## src/rtl/mon_pkt_pkg.sv

```systemverilog
// Shared packet constants, source and FSM encodings for the monitor transmit path.
package mon_pkt_pkg;

  localparam logic [7:0] HDR_MIC = 8'h07;
  localparam logic [7:0] HDR_KBD = 8'h0C;
  localparam logic [7:0] HDR_SND = 8'h03;

  // Enum values double as bit positions in the request/grant vectors.
  typedef enum logic [1:0] {
    SRC_MIC = 2'd0,
    SRC_KBD = 2'd1,
    SRC_SND = 2'd2
  } src_e;

  typedef enum logic [1:0] {
    ST_IDLE = 2'd0,
    ST_SEND = 2'd1,
    ST_ACK  = 2'd2
  } state_e;

  function automatic src_e onehot_to_src(input logic [2:0] oh);
    src_e s;
    s = SRC_MIC;
    if (oh[SRC_KBD]) s = SRC_KBD;
    if (oh[SRC_SND]) s = SRC_SND;
    return s;
  endfunction

  function automatic logic [7:0] hdr_of(input src_e s);
    logic [7:0] h;
    h = HDR_MIC;
    if (s == SRC_KBD) h = HDR_KBD;
    if (s == SRC_SND) h = HDR_SND;
    return h;
  endfunction

endpackage

```

## src/rtl/mon_rr_arbiter.sv

```systemverilog
// Three-way round-robin arbiter; the pointer names the source tried first.
// With prio_override set, a sound-out request wins outright and does not move the pointer.
module mon_rr_arbiter
  import mon_pkt_pkg::*;
(
  input  logic       clk,
  input  logic       rst_n,
  input  logic [2:0] req,
  input  logic       prio_override,
  input  logic       advance,
  input  logic [2:0] adv_grant,
  output logic [2:0] grant
);

  src_e ptr_q, ptr_d;

  // Pick the first requester at or after the pointer, unless sound-out overrides.
  always_comb begin
    logic found;
    int   tmp;
    grant = 3'b000;
    found = 1'b0;
    tmp   = 0;
    if (prio_override && req[SRC_SND]) begin
      grant[SRC_SND] = 1'b1;
    end else begin
      for (int k = 0; k < 3; k++) begin
        tmp = int'(ptr_q) + k;
        if (tmp > 2) tmp = tmp - 3;
        if (!found && req[tmp]) begin
          grant[tmp] = 1'b1;
          found      = 1'b1;
        end
      end
    end
  end

  // Move the pointer past the source whose packet was just accepted.
  always_comb begin
    ptr_d = ptr_q;
    if (advance) begin
      if (adv_grant[SRC_MIC]) begin
        ptr_d = SRC_KBD;
      end else if (adv_grant[SRC_KBD]) begin
        ptr_d = prio_override ? SRC_MIC : SRC_SND;
      end else if (adv_grant[SRC_SND]) begin
        ptr_d = prio_override ? ptr_q : SRC_MIC;
      end
    end
  end

  // Pointer register.
  always_ff @(posedge clk) begin
    if (!rst_n) ptr_q <= SRC_MIC;
    else        ptr_q <= ptr_d;
  end

endmodule

```

## src/rtl/mon_tx_scheduler.sv

```systemverilog
// Monitor-bus transmit slot scheduler plus microphone record control.
// One packet occupies IDLE (arbitrate), SEND (hold until accepted or timed out), ACK (retire source).
module mon_tx_scheduler
  import mon_pkt_pkg::*;
#(
  parameter int SNDOUT_PRIORITY = 1,
  parameter int TX_TIMEOUT      = 1023
) (
  input  logic        clk,
  input  logic        rst_n,
  input  logic        cmd_rec_on,
  input  logic        cmd_rec_off,
  output logic        record_start,
  output logic        record_stop,
  output logic        recording,
  input  logic [31:0] mic_data,
  input  logic        mic_valid,
  output logic        mic_retrieved,
  input  logic [31:0] kbd_data,
  input  logic        kbd_valid,
  output logic        kbd_retrieved,
  input  logic        sndout_req,
  output logic [39:0] tx_data,
  output logic        tx_valid,
  input  logic        tx_ready,
  output logic        tx_timeout
);

  localparam bit         PRIO     = (SNDOUT_PRIORITY != 0);
  localparam logic [9:0] TMO_LAST = 10'(TX_TIMEOUT - 1);

  state_e      state_q, state_d;
  src_e        src_q, src_d;
  logic [39:0] tx_data_q, tx_data_d;
  logic        tx_valid_q, tx_valid_d;
  logic        tmo_q, tmo_d;
  logic [9:0]  cnt_q, cnt_d;
  logic        mic_ret_q, mic_ret_d;
  logic        kbd_ret_q, kbd_ret_d;
  logic        rec_q, rec_d;
  logic        rstart_q, rstart_d;
  logic        rstop_q, rstop_d;
  logic        snd_pend_q, snd_pend_d;
  logic        snd_accept;
  logic        advance;
  logic [2:0]  req;
  logic [2:0]  grant;
  logic [2:0]  src_oh;

  assign req    = {snd_pend_q, kbd_valid, mic_valid & rec_q};
  assign src_oh = 3'b001 << src_q;

  mon_rr_arbiter u_arb (
    .clk          (clk),
    .rst_n        (rst_n),
    .req          (req),
    .prio_override(PRIO),
    .advance      (advance),
    .adv_grant    (src_oh),
    .grant        (grant)
  );

  // Record control: stop dominates and always pulses; start only from the not-recording state.
  always_comb begin
    rec_d    = rec_q;
    rstart_d = 1'b0;
    rstop_d  = 1'b0;
    if (cmd_rec_off) begin
      rstop_d = 1'b1;
      rec_d   = 1'b0;
    end else if (cmd_rec_on && !rec_q) begin
      rstart_d = 1'b1;
      rec_d    = 1'b1;
    end
  end

  // Sound-out pending flag: pulses merge, acceptance clears, a same-cycle pulse re-arms.
  always_comb begin
    snd_pend_d = sndout_req | (snd_pend_q & ~snd_accept);
  end

  // Transmit FSM next-state and registered-output logic.
  always_comb begin
    state_d    = state_q;
    src_d      = src_q;
    tx_data_d  = tx_data_q;
    tx_valid_d = tx_valid_q;
    tmo_d      = tmo_q;
    cnt_d      = cnt_q;
    mic_ret_d  = 1'b0;
    kbd_ret_d  = 1'b0;
    advance    = 1'b0;
    snd_accept = 1'b0;
    case (state_q)
      ST_IDLE: begin
        if (|grant) begin
          src_d = onehot_to_src(grant);
          if (grant[SRC_MIC])      tx_data_d = {HDR_MIC, mic_data};
          else if (grant[SRC_KBD]) tx_data_d = {HDR_KBD, kbd_data};
          else                     tx_data_d = {HDR_SND, 32'h0};
          tx_valid_d = 1'b1;
          cnt_d      = 10'd0;
          state_d    = ST_SEND;
        end
      end
      ST_SEND: begin
        if (tx_valid_q && tx_ready) begin
          tx_valid_d = 1'b0;
          advance    = 1'b1;
          mic_ret_d  = (src_q == SRC_MIC);
          kbd_ret_d  = (src_q == SRC_KBD);
          snd_accept = (src_q == SRC_SND);
          state_d    = ST_ACK;
        end else if (cnt_q == TMO_LAST) begin
          tx_valid_d = 1'b0;
          tmo_d      = 1'b1;
          state_d    = ST_IDLE;
        end else if (cnt_q != 10'h3FF) begin
          cnt_d = cnt_q + 10'd1;
        end
      end
      ST_ACK: begin
        state_d = ST_IDLE;
      end
      default: begin
        state_d = ST_IDLE;
      end
    endcase
  end

  // All state and outputs registered; reset clears everything, dropping any transfer in flight.
  always_ff @(posedge clk) begin
    if (!rst_n) begin
      state_q    <= ST_IDLE;
      src_q      <= SRC_MIC;
      tx_data_q  <= 40'h0;
      tx_valid_q <= 1'b0;
      tmo_q      <= 1'b0;
      cnt_q      <= 10'd0;
      mic_ret_q  <= 1'b0;
      kbd_ret_q  <= 1'b0;
      rec_q      <= 1'b0;
      rstart_q   <= 1'b0;
      rstop_q    <= 1'b0;
      snd_pend_q <= 1'b0;
    end else begin
      state_q    <= state_d;
      src_q      <= src_d;
      tx_data_q  <= tx_data_d;
      tx_valid_q <= tx_valid_d;
      tmo_q      <= tmo_d;
      cnt_q      <= cnt_d;
      mic_ret_q  <= mic_ret_d;
      kbd_ret_q  <= kbd_ret_d;
      rec_q      <= rec_d;
      rstart_q   <= rstart_d;
      rstop_q    <= rstop_d;
      snd_pend_q <= snd_pend_d;
    end
  end

  assign record_start  = rstart_q;
  assign record_stop   = rstop_q;
  assign recording     = rec_q;
  assign mic_retrieved = mic_ret_q;
  assign kbd_retrieved = kbd_ret_q;
  assign tx_data       = tx_data_q;
  assign tx_valid      = tx_valid_q;
  assign tx_timeout    = tmo_q;

endmodule

```

## config.mk

```make
export PLATFORM = sky130hd
export DESIGN_NAME = mon_tx_scheduler
export DESIGN_NICKNAME = d
export VERILOG_FILES = /design/src/rtl/mon_pkt_pkg.sv /design/src/rtl/mon_rr_arbiter.sv /design/src/rtl/mon_tx_scheduler.sv
export SDC_FILE = /design/constraint.sdc
export NUM_CORES = 1
export LEC_CHECK = 0
export ABC_AREA = 1
export BUFFER_PORTS_ARGS = -buffer_cell sky130_fd_sc_hd__buf_4
export CORE_UTILIZATION = 50
export CTS_BUF_LIST = sky130_fd_sc_hd__clkbuf_8
export DETAILED_ROUTE_END_ITERATION = 8
export GPL_TIMING_DRIVEN = 0
export PLACE_DENSITY = 0.92
export SYNTH_ARGS = -nofsm -noshare
export SYNTH_HDL_FRONTEND = slang
export SYNTH_SLANG_ARGS = --single-unit
```

## constraint.sdc

```tcl
create_clock -name clk -period 1.97 [get_ports clk]
set_clock_uncertainty 0.05 [all_clocks]
set_input_delay 0 -clock clk [delete_from_list [all_inputs] [get_ports clk]]
set_output_delay 0 -clock clk [all_outputs]
set_load 0.1 [all_outputs]
```

# Word level (Yosys, flattened, before mapping)
# Cells that the tools add are included.
# word_totals
input_bits,72
mem_bits_rw,0
mem_count,0
latch_bits,0
output_inout_bits,47
rom_bits,0
register_bits,64
# classes
reduce_logical,23
bitwise,8
mux,57
order_cmp,9
shift,1
n_div,0
eq_ne,10
n_addsub,6
mul,0
# op_table
operator,n
2-to-1 mux 32 bit,6
>= comparator 32 x 1 -> 1 bit (second input constant),3
< comparator 32 x 4 -> 1 bit (second input constant),3
2-to-1 mux 36 bit,2
> comparator 32 x 3 -> 1 bit (second input constant),2
subtractor 32 x 3 -> 32 bit (second input constant),2
2-to-1 mux 10 bit,4
2-to-1 mux 1 bit,24
case mux 10 bit (2 select lines),1
2-to-1 mux 3 bit,5
2-to-1 mux 2 bit,7
adder 10 x 1 -> 10 bit (second input constant),1
equality test 10 bit (second input constant),1
!= test 10 bit (second input constant),1
AND reduction 3 bit,3
!= test 2 bit (second input constant),4
logical AND 1 bit,7
binary-select mux 1 bit (select 2 bit),3
demux 1 bit (select 2 bit),3
OR 3 bit,2
AND reduction 2 bit,3
AND reduction 5 bit,1
equality test 2 x 1 -> 1 bit (second input constant),2
zero test 2 bit,2
16 further kinds,22

# Depth between registers and ports, before layout
# Gate-level depths: netlist of the first run.
# depth
word_depth,19
mapped_depth,10

# Hierarchy
# A second synthesis of the first run with hierarchy kept.
# unflattened
cells_unflattened,397
area_unflattened_um2,2974.1
# modules_own_cells
module,n_inst,seq_area_each_um2,cells_each,area_each_um2
mon_tx_scheduler,1,1141.1,329,2598.7
mon_rr_arbiter,1,40.0,68,375.4

# Least setup slack after synthesis of the first run
# No wires, ideal clock.
# synth_timing
path_type,flip-flop to flip-flop
start,"register rec_q, in the netlist recording"
end,"register tx_data_q[17], in the netlist tx_data[17]"
path_buffers,2
path_stages_with_launch,8
t_required_ps,1786
setup_slack_ps,-81
arrival_ps,1867
path_cell_list,dfxtp_1 > nand2_1 > nand3_1 > nand2_2 > buf_4 > buf_6 > nand2_1 > a31oi_1
# synth_via
elab_chain_cells,16
word_cells_on_any_way,31
# synth_rtl
element,line,text
from (decl),mon_tx_scheduler.sv:40,"logic rec_q, rec_d;"
from (signal assigned),mon_tx_scheduler.sv:155,rec_q <= rec_d;
bitwise AND 1 bit (*),mon_tx_scheduler.sv:50,"assign req = {snd_pend_q, kbd_valid, mic_valid & rec_q};"
binary-select mux 1 bit (select 2 bit),mon_rr_arbiter.sv:30,if (!found && req[tmp]) begin
2-to-1 mux 1 bit (not written as such) (2 in series),mon_rr_arbiter.sv:30,
2-to-1 mux 1 bit,mon_rr_arbiter.sv:30,
2-to-1 mux 1 bit,mon_rr_arbiter.sv:24,if (prio_override && req[SRC_SND]) begin
zero test 1 bit,mon_rr_arbiter.sv:30,
logical AND 1 bit,mon_rr_arbiter.sv:30,
2-to-1 mux 1 bit,mon_rr_arbiter.sv:30,
2-to-1 mux 1 bit,mon_rr_arbiter.sv:24,
zero test 1 bit,mon_rr_arbiter.sv:30,
logical AND 1 bit,mon_rr_arbiter.sv:30,
2-to-1 mux 3 bit (*),mon_rr_arbiter.sv:30,
2-to-1 mux 2 bit or 2-to-1 mux 1 bit (tied branches),mon_rr_arbiter.sv:24,
OR reduction 3 bit or 2-to-1 mux 36 bit (tied branches),"mon_tx_scheduler.sv:96, mon_tx_scheduler.sv:99",
AND reduction 2 bit (no line) or 2-to-1 mux 36 bit (tied branches),n/a,
to (signal assigned),mon_tx_scheduler.sv:149,tx_data_q <= tx_data_d;
to (decl),mon_tx_scheduler.sv:34,"logic [39:0] tx_data_q, tx_data_d;"
# Every way passes the cells marked *; elsewhere a longest branch is shown, timed or not. The select of a mux whose other input is x is not followed.
# A chain may end at the register's enable or synchronous reset.

# Worst setup path in the final report of the first run
# layout_timing
start,"register rec_q, in the netlist recording"
end,"register tx_data_q[26], in the netlist tx_data[26]"
# Same word-level chain as after synthesis.

==> results.toml, run 1 <==
[outcome]
outcome = "complete, but fails checks"
violations = "DRC, setup timing"

[setup_path]
critPathCaptureType = "flip-flop"
r2r-end = "tx_data[26]$_SDFFE_PN0P_"
cp-endpoint = "tx_data[26]$_SDFFE_PN0P_"
cp_max_fo = 4
criticalPathCategory = "flip-flop to flip-flop"
crit_start = "recording$_SDFFE_PP0P_"
rr_worst_depth = 8
rrSetupSlack_ns = -0.18
arrival_ns = 2.43
rr_startpoint = "recording$_SDFFE_PP0P_"
crit_required_ns = 2.25
start_kind = "flip-flop"

[finish]
areaGrowthSynthToFinish_pct = 67.1
antenna-diode-count = 0
stdcell_count = 722
drive_gt1_frac = 0.286
nets = 720
final_util = 0.877
fill_cells = 208

[floorplanning]
rows = 27
initial_core_util = 0.525
core_um2 = 5570
boundaryPins = 119
dieArea_um2 = 6170
die_h_um = 78.5
die_w_um = 78.5

[power]
power_density_nw_per_um2 = 766
switching_power_mw = 1.46
p_leak_nw = 2.30
p_sw_frac = 0.390
irDropWorstVdd_mv = 0.500
pwr-share-seq = 0.345
design_power_total_mw = 3.75
pwr-share-comb = 0.315
internal_power_mw = 2.29
pwr-share-clk = 0.339

[sta]
max-slew-margin-rel = 0.490
finalHoldViolations = 0
worst_slack_ns = -0.182
fmax_ghz = 0.465
slew_violations = 0
period_needed_ns = 2.15
holdWs_ns = 0.0145
fin_crit_sh = 1.09
tightest_slew_ns = 0.758
setup_viol = 7

[logic_synthesis]
yosysMostFrequentCell = "nand2_1"
syn_area_per_cell_um2 = 6.64
async_flop_share = 0
synth_top_area_frac = 0.397
ys_ff_latch = 58
synth_top_cell_by_area = "dfxtp_1"
synth_common_cells = "nand2_1, dfxtp_1, nor2_1"
ys.flop_type = "dfxtp_1"
ys_seq_area_frac = 0.397
synth_cell_types = 32
syn_inst = 441
yosys_warnings = 0
netlist_top_cells_area = "dfxtp_1, nand2_1, nor2_1"
synth_area_um2 = 2930
synth_edf_count = 0

[global_route]
grt_overflow = 0
grt_busiest_layer = "met2"
grtUsageMet3 = 0.140
track_usage = 0.479
met2_usage = 0.753
grt_max_degree = 11
antenna_found_initial = 1
grt_pass1_vias = 4381
grt_pass1_wl_um = 22200
grt_use_met1 = 0.552

[route]
wl_per_cell_um = 24.9
wirelength_um = 18000
ant_nets = 0
first_pass_iters = 9
vias = 4789
via_per_inst = 6.63
drcViolationCount = 15
drtIter0Drc = 1198

[clock_network]
cts.clk_slew.worst_paths_ns = 0.09
cts_tree = "built"
clk_path_buf_depth = 2
htreeDepth = 3
cts_inserted_buffers = 9
cts.sinks = 58
cts-root-buf = "clkbuf_8"
clkLatencyLatePin_ns = 0.38

[flow_run]
maxCapViolCount = 0

[placement]
portBuffers = 114
dp_hpwl_um = 6080
gp_congestion = 0.863
dp_cells = 630

[hold_path]
hold_depth = 5
hold_class = "input port to flip-flop"
==> placed cells by master, fill, tap and decap left out, types with 2 or more instances in the layout <==
cell type and n:
ha_1 2, nand4_1 2, nand2_4 3, nor2_1 57, buf_2 8, clkbuf_8 12, o21ai_0 3, buf_4 129
nor2_2 2, nand2_1 143, nor3b_1 2, nand2_2 5, a21oi_1 11, inv_2 4, clkbuf_1 4, buf_6 5
nand3_1 14, nor2_4 8, a31oi_1 32, o21ai_2 2, dfxtp_1 56, a21oi_2 2, conb_1 4, inv_1 56
nor3_1 3, dlygate4sd3_1 68
==> flip-flops by register name (all words and copies together), names as in the netlist, 2 cells and up <==
name,flops
cnt_q,10
state_q,2
src_q,2
tx_data,35
==> power by group through the flow <==
| stage | sequential (mW) | clock (mW) | combinational (mW) |
|---|---|---|---|
| floorplan | 1.61 | 0 | 0.324 |
| global placement | 1.30 | 0 | 0.891 |
| detailed placement | 1.30 | 0 | 0.901 |
| CTS | 1.27 | 1.14 | 1.01 |
| global route | 1.29 | 1.28 | 1.21 |
| finish | 1.29 | 1.27 | 1.18 |
==> worst min path at each step <==
| stage | slack (ns) | startpoint | endpoint |
|---|---|---|---|
| after floorplan | 0.02 | cmd_rec_off | recording$_SDFFE_PP0P_ |
| after global placement | 0.13 | cmd_rec_off | recording$_SDFFE_PP0P_ |
| after detailed placement | 0.14 | cmd_rec_off | recording$_SDFFE_PP0P_ |
| after CTS | 0.02 | mic_data[28] | tx_data[28]$_SDFFE_PN0P_ |
| after global routing | 0.02 | mic_data[28] | tx_data[28]$_SDFFE_PN0P_ |
| final | 0.01 | mic_data[28] | tx_data[28]$_SDFFE_PN0P_ |
==> metal layers <==
metal,wire length (um),up-vias
li1,-,1767
met1,5470,2037
met2,7190,685
met3,2930,296
met4,2350,4
met5,33,-
==> kinds of logic (layout without fill, tap and decap cells) <==
family / count (synthesis) / count (layout) / share of synthesized area
flip-flops: 58 / 58 / 0.397
other: 1 / 4 / 0.00128
adder cells (fa/ha/maj): 2 / 2 / 0.00855
AO/OA/AOI/OAI: 56 / 56 / 0.117
buffers and inverters: 83 / 289 / 0.127
AND/OR/NAND/NOR: 241 / 241 / 0.350
==> per-stage QoR <==
step | setup slack, ns | setup TNS (ns) | area (um2)
2_1_floorplan | 0.115 | 0 | 2940
3_3_place_gp | 0.427 | 0 | 3890
3_5_place_dp | 0.374 | 0 | 3890
4_1_cts | 0.0214 | 0 | 4770
5_1_grt | -0.229 | -0.893 | 4890
6_report | -0.182 | -0.548 | 4890
==> worst max-delay path: stages, from the launching register on <==
cell	delay, ns
dfxtp_2	0.39
nand2_2	0.12
nand3_1	0.19
nand2_4	0.13
nor2_4	0.21
buf_6	0.14
nand2_1	0.09
a31oi_1	0.22
dlygate4sd3_1	0.57
==> cell type report <==
| cell class | instances | area, um2 | share of cell area |
|---|---|---|---|
| Multi-Input combinational cell | 303 | 1440 | 0.295 |
| Buffer | 23 | 156 | 0.0320 |
| Clock inverter | 3 | 38.8 | 0.00793 |
| Clock buffer | 12 | 165 | 0.0338 |
| Timing Repair Buffer | 191 | 1600 | 0.328 |
| Tap cell | 72 | 90.1 | 0.0184 |
| Sequential cell | 58 | 1170 | 0.238 |
| Inverter | 60 | 229 | 0.0468 |
==> timing repair <==
| action | CTS | global route |
|---|---|---|
| buffers inserted | 0 | 9 |
| hold buffers | 68 | 0 |
| setup endpoints to repair | 0 | 5 |
| gates resized for setup | 0 | 15 |
| hold endpoints to repair | 42 | 0 |
No activity file was read; power rests on OpenSTA's default activity.
==> inputs of run 2 (changes only) <==
CORE_UTILIZATION = 45   (was 50)
PLACE_DENSITY = 0.78   (was 0.92)
clock period = 1.87 ns   (was 1.97 ns; I/O delays follow)
==> run 2 against run 1 <==
  * The run now ends clean
  * Largest cell class unchanged
  * Cell count rose by 0.69%
  * Global-route usage fell by 13 points
  * Combinational power barely moved
  * Register-to-register slack improved by 0.26 ns
  * Worst setup slack improved by 0.24 ns
==> results.toml, run 2 (synthesis results as in run 1) <==
[outcome]
outcome = "complete, no violations"

[finish]
stdcell_count = 727
antenna-diode-count = 0
finish.instance_area_um2 = 4880
areaGrowthSynthToFinish_pct = 66.6
final_common_cell = "nand2_1"
drive_gt1_frac = 0.282
largest_reg_flops = 35
final_util = 0.773
mostFrequentLayoutCells = "nand2_1, buf_4, dlygate4sd3_1, nor2_1, dfxtp_1"
fill_cells = 401
nets = 719

[sta]
max-slew-margin-rel = 0.647
final.setup.tns_ns = 0
fin_crit_sh = 0.970
tightest_slew_ns = 0.529
period_needed_ns = 1.81
slew_violations = 0
fmax_ghz = 0.551
finalHoldViolations = 0
setup_viol = 0

[setup_path]
critPathCaptureType = "flip-flop"
arrival_ns = 1.99
cp_max_fo = 10
crit_required_ns = 2.04
start_kind = "input port"
criticalPathCategory = "input port to flip-flop"

[floorplanning]
core_um2 = 6310
dieArea_um2 = 6830
boundaryPins = 119
die_w_um = 82.7
die_h_um = 82.7
initial_core_util = 0.464
rows = 29

[placement]
post_dp_cell_area_um2 = 3890
gp_congestion = 0.824
portBuffers = 114
dp_cells = 635
dp_hpwl_um = 5830

[route]
ant_nets = 0
wirelength_um = 11800
drcViolationCount = 0
vias = 3880
via_per_inst = 5.34
drtIter0Drc = 338
wl_per_cell_um = 16.3
first_pass_iters = 5

[clock_network]
htreeDepth = 3
cts-root-buf = "clkbuf_8"
clkLatencyLatePin_ns = 0.34
clk_path_buf_depth = 2
cts_inserted_buffers = 9
cts.clk_slew.worst_paths_ns = 0.07
cts_tree = "built"
cts.sinks = 58

[hold_path]
hold_class = "input port to flip-flop"

[power]
design_power_total_mw = 3.83
irDropWorstVdd_mv = 0.543
power_density_nw_per_um2 = 784
p_leak_nw = 2.29

[flow_run]
maxCapViolCount = 0

[global_route]
grt_pass1_wl_um = 17500
grt_pass1_vias = 3785
track_usage = 0.347
grt_max_degree = 11
grt_overflow = 0
antenna_found_initial = 0
[run 2: cell count changes in the layout (fill, tap and decap cells not counted), sizes merged]
cell         change
buf              -2
bufinv           +1
clkbuf           -2
clkinv           +1
clkinvlp         +1
dlygate4sd3      +1
[run 2: routing by layer]
layer  wire [um]  global-route usage  vias up
met5           0                   0        -
met4         633               0.234        0
met3        1040              0.0868       66
met2        5790               0.593      270
met1        4380               0.376     1769
li1            -                   -     1775
[run 2: critical path, cell delays in order]
cell,delay (ns)
dlygate4sd3_1,0.53
buf_4,0.17
inv_1,0.14
clkbuf_1,0.39
nor3_1,0.14
dlygate4sd3_1,0.60
[run 2: per-stage QoR]
stage	worst slack [ns]	hold slack [ns]
after floorplan	0.0154	0.0218
after global placement	0.289	0.128
after detailed placement	0.257	0.133
after CTS	0.0181	0.0529
after global routing	-0.0698	0.102
final	0.0563	0.0661
[run 2: worst paths after layout]
check / start / end / slack (ns) / cells after the start
min: tx_ready / state_q[1]$_SDFFE_PN0P_ / 0.07 / 5
max reg2reg: recording$_SDFFE_PP0P_ / tx_data[25]$_SDFFE_PN0P_ / 0.08 / 7
max: rst_n / recording$_SDFFE_PP0P_ / 0.06 / 6
min reg2reg: recording$_SDFFE_PP0P_ / record_start$_SDFF_PP0_ / 0.41 / 1
[run 2: cell type report]
| class | instances | area [um2] | share of cell area |
|---|---|---|---|
| Timing Repair Buffer | 190 | 1600 | 0.328 |
| Multi-Input combinational cell | 303 | 1420 | 0.292 |
| Sequential cell | 58 | 1160 | 0.238 |
| Inverter | 60 | 229 | 0.0469 |
| Buffer | 23 | 150 | 0.0308 |
| Clock buffer | 10 | 138 | 0.0282 |
| Tap cell | 77 | 96.3 | 0.0197 |
| Clock inverter | 6 | 81.3 | 0.0167 |
[run 2: what timing repair did]
| item | 4_1_cts | 5_1_grt |
|---|---|---|
| endpoints found under the setup margin | 0 | 2 |
| hold buffers | 69 | 0 |
| buffers inserted | 0 | 7 |
| gates resized for setup | 0 | 6 |
| hold endpoints to repair | 42 | 0 |
[run 2: power breakdown]
part,switching [mW],total (mW),leakage (nW),internal (mW)
clock,0.550,1.33,0.113,0.778
sequential,0.0498,1.35,0.473,1.30
combinational,0.753,1.15,1.71,0.397
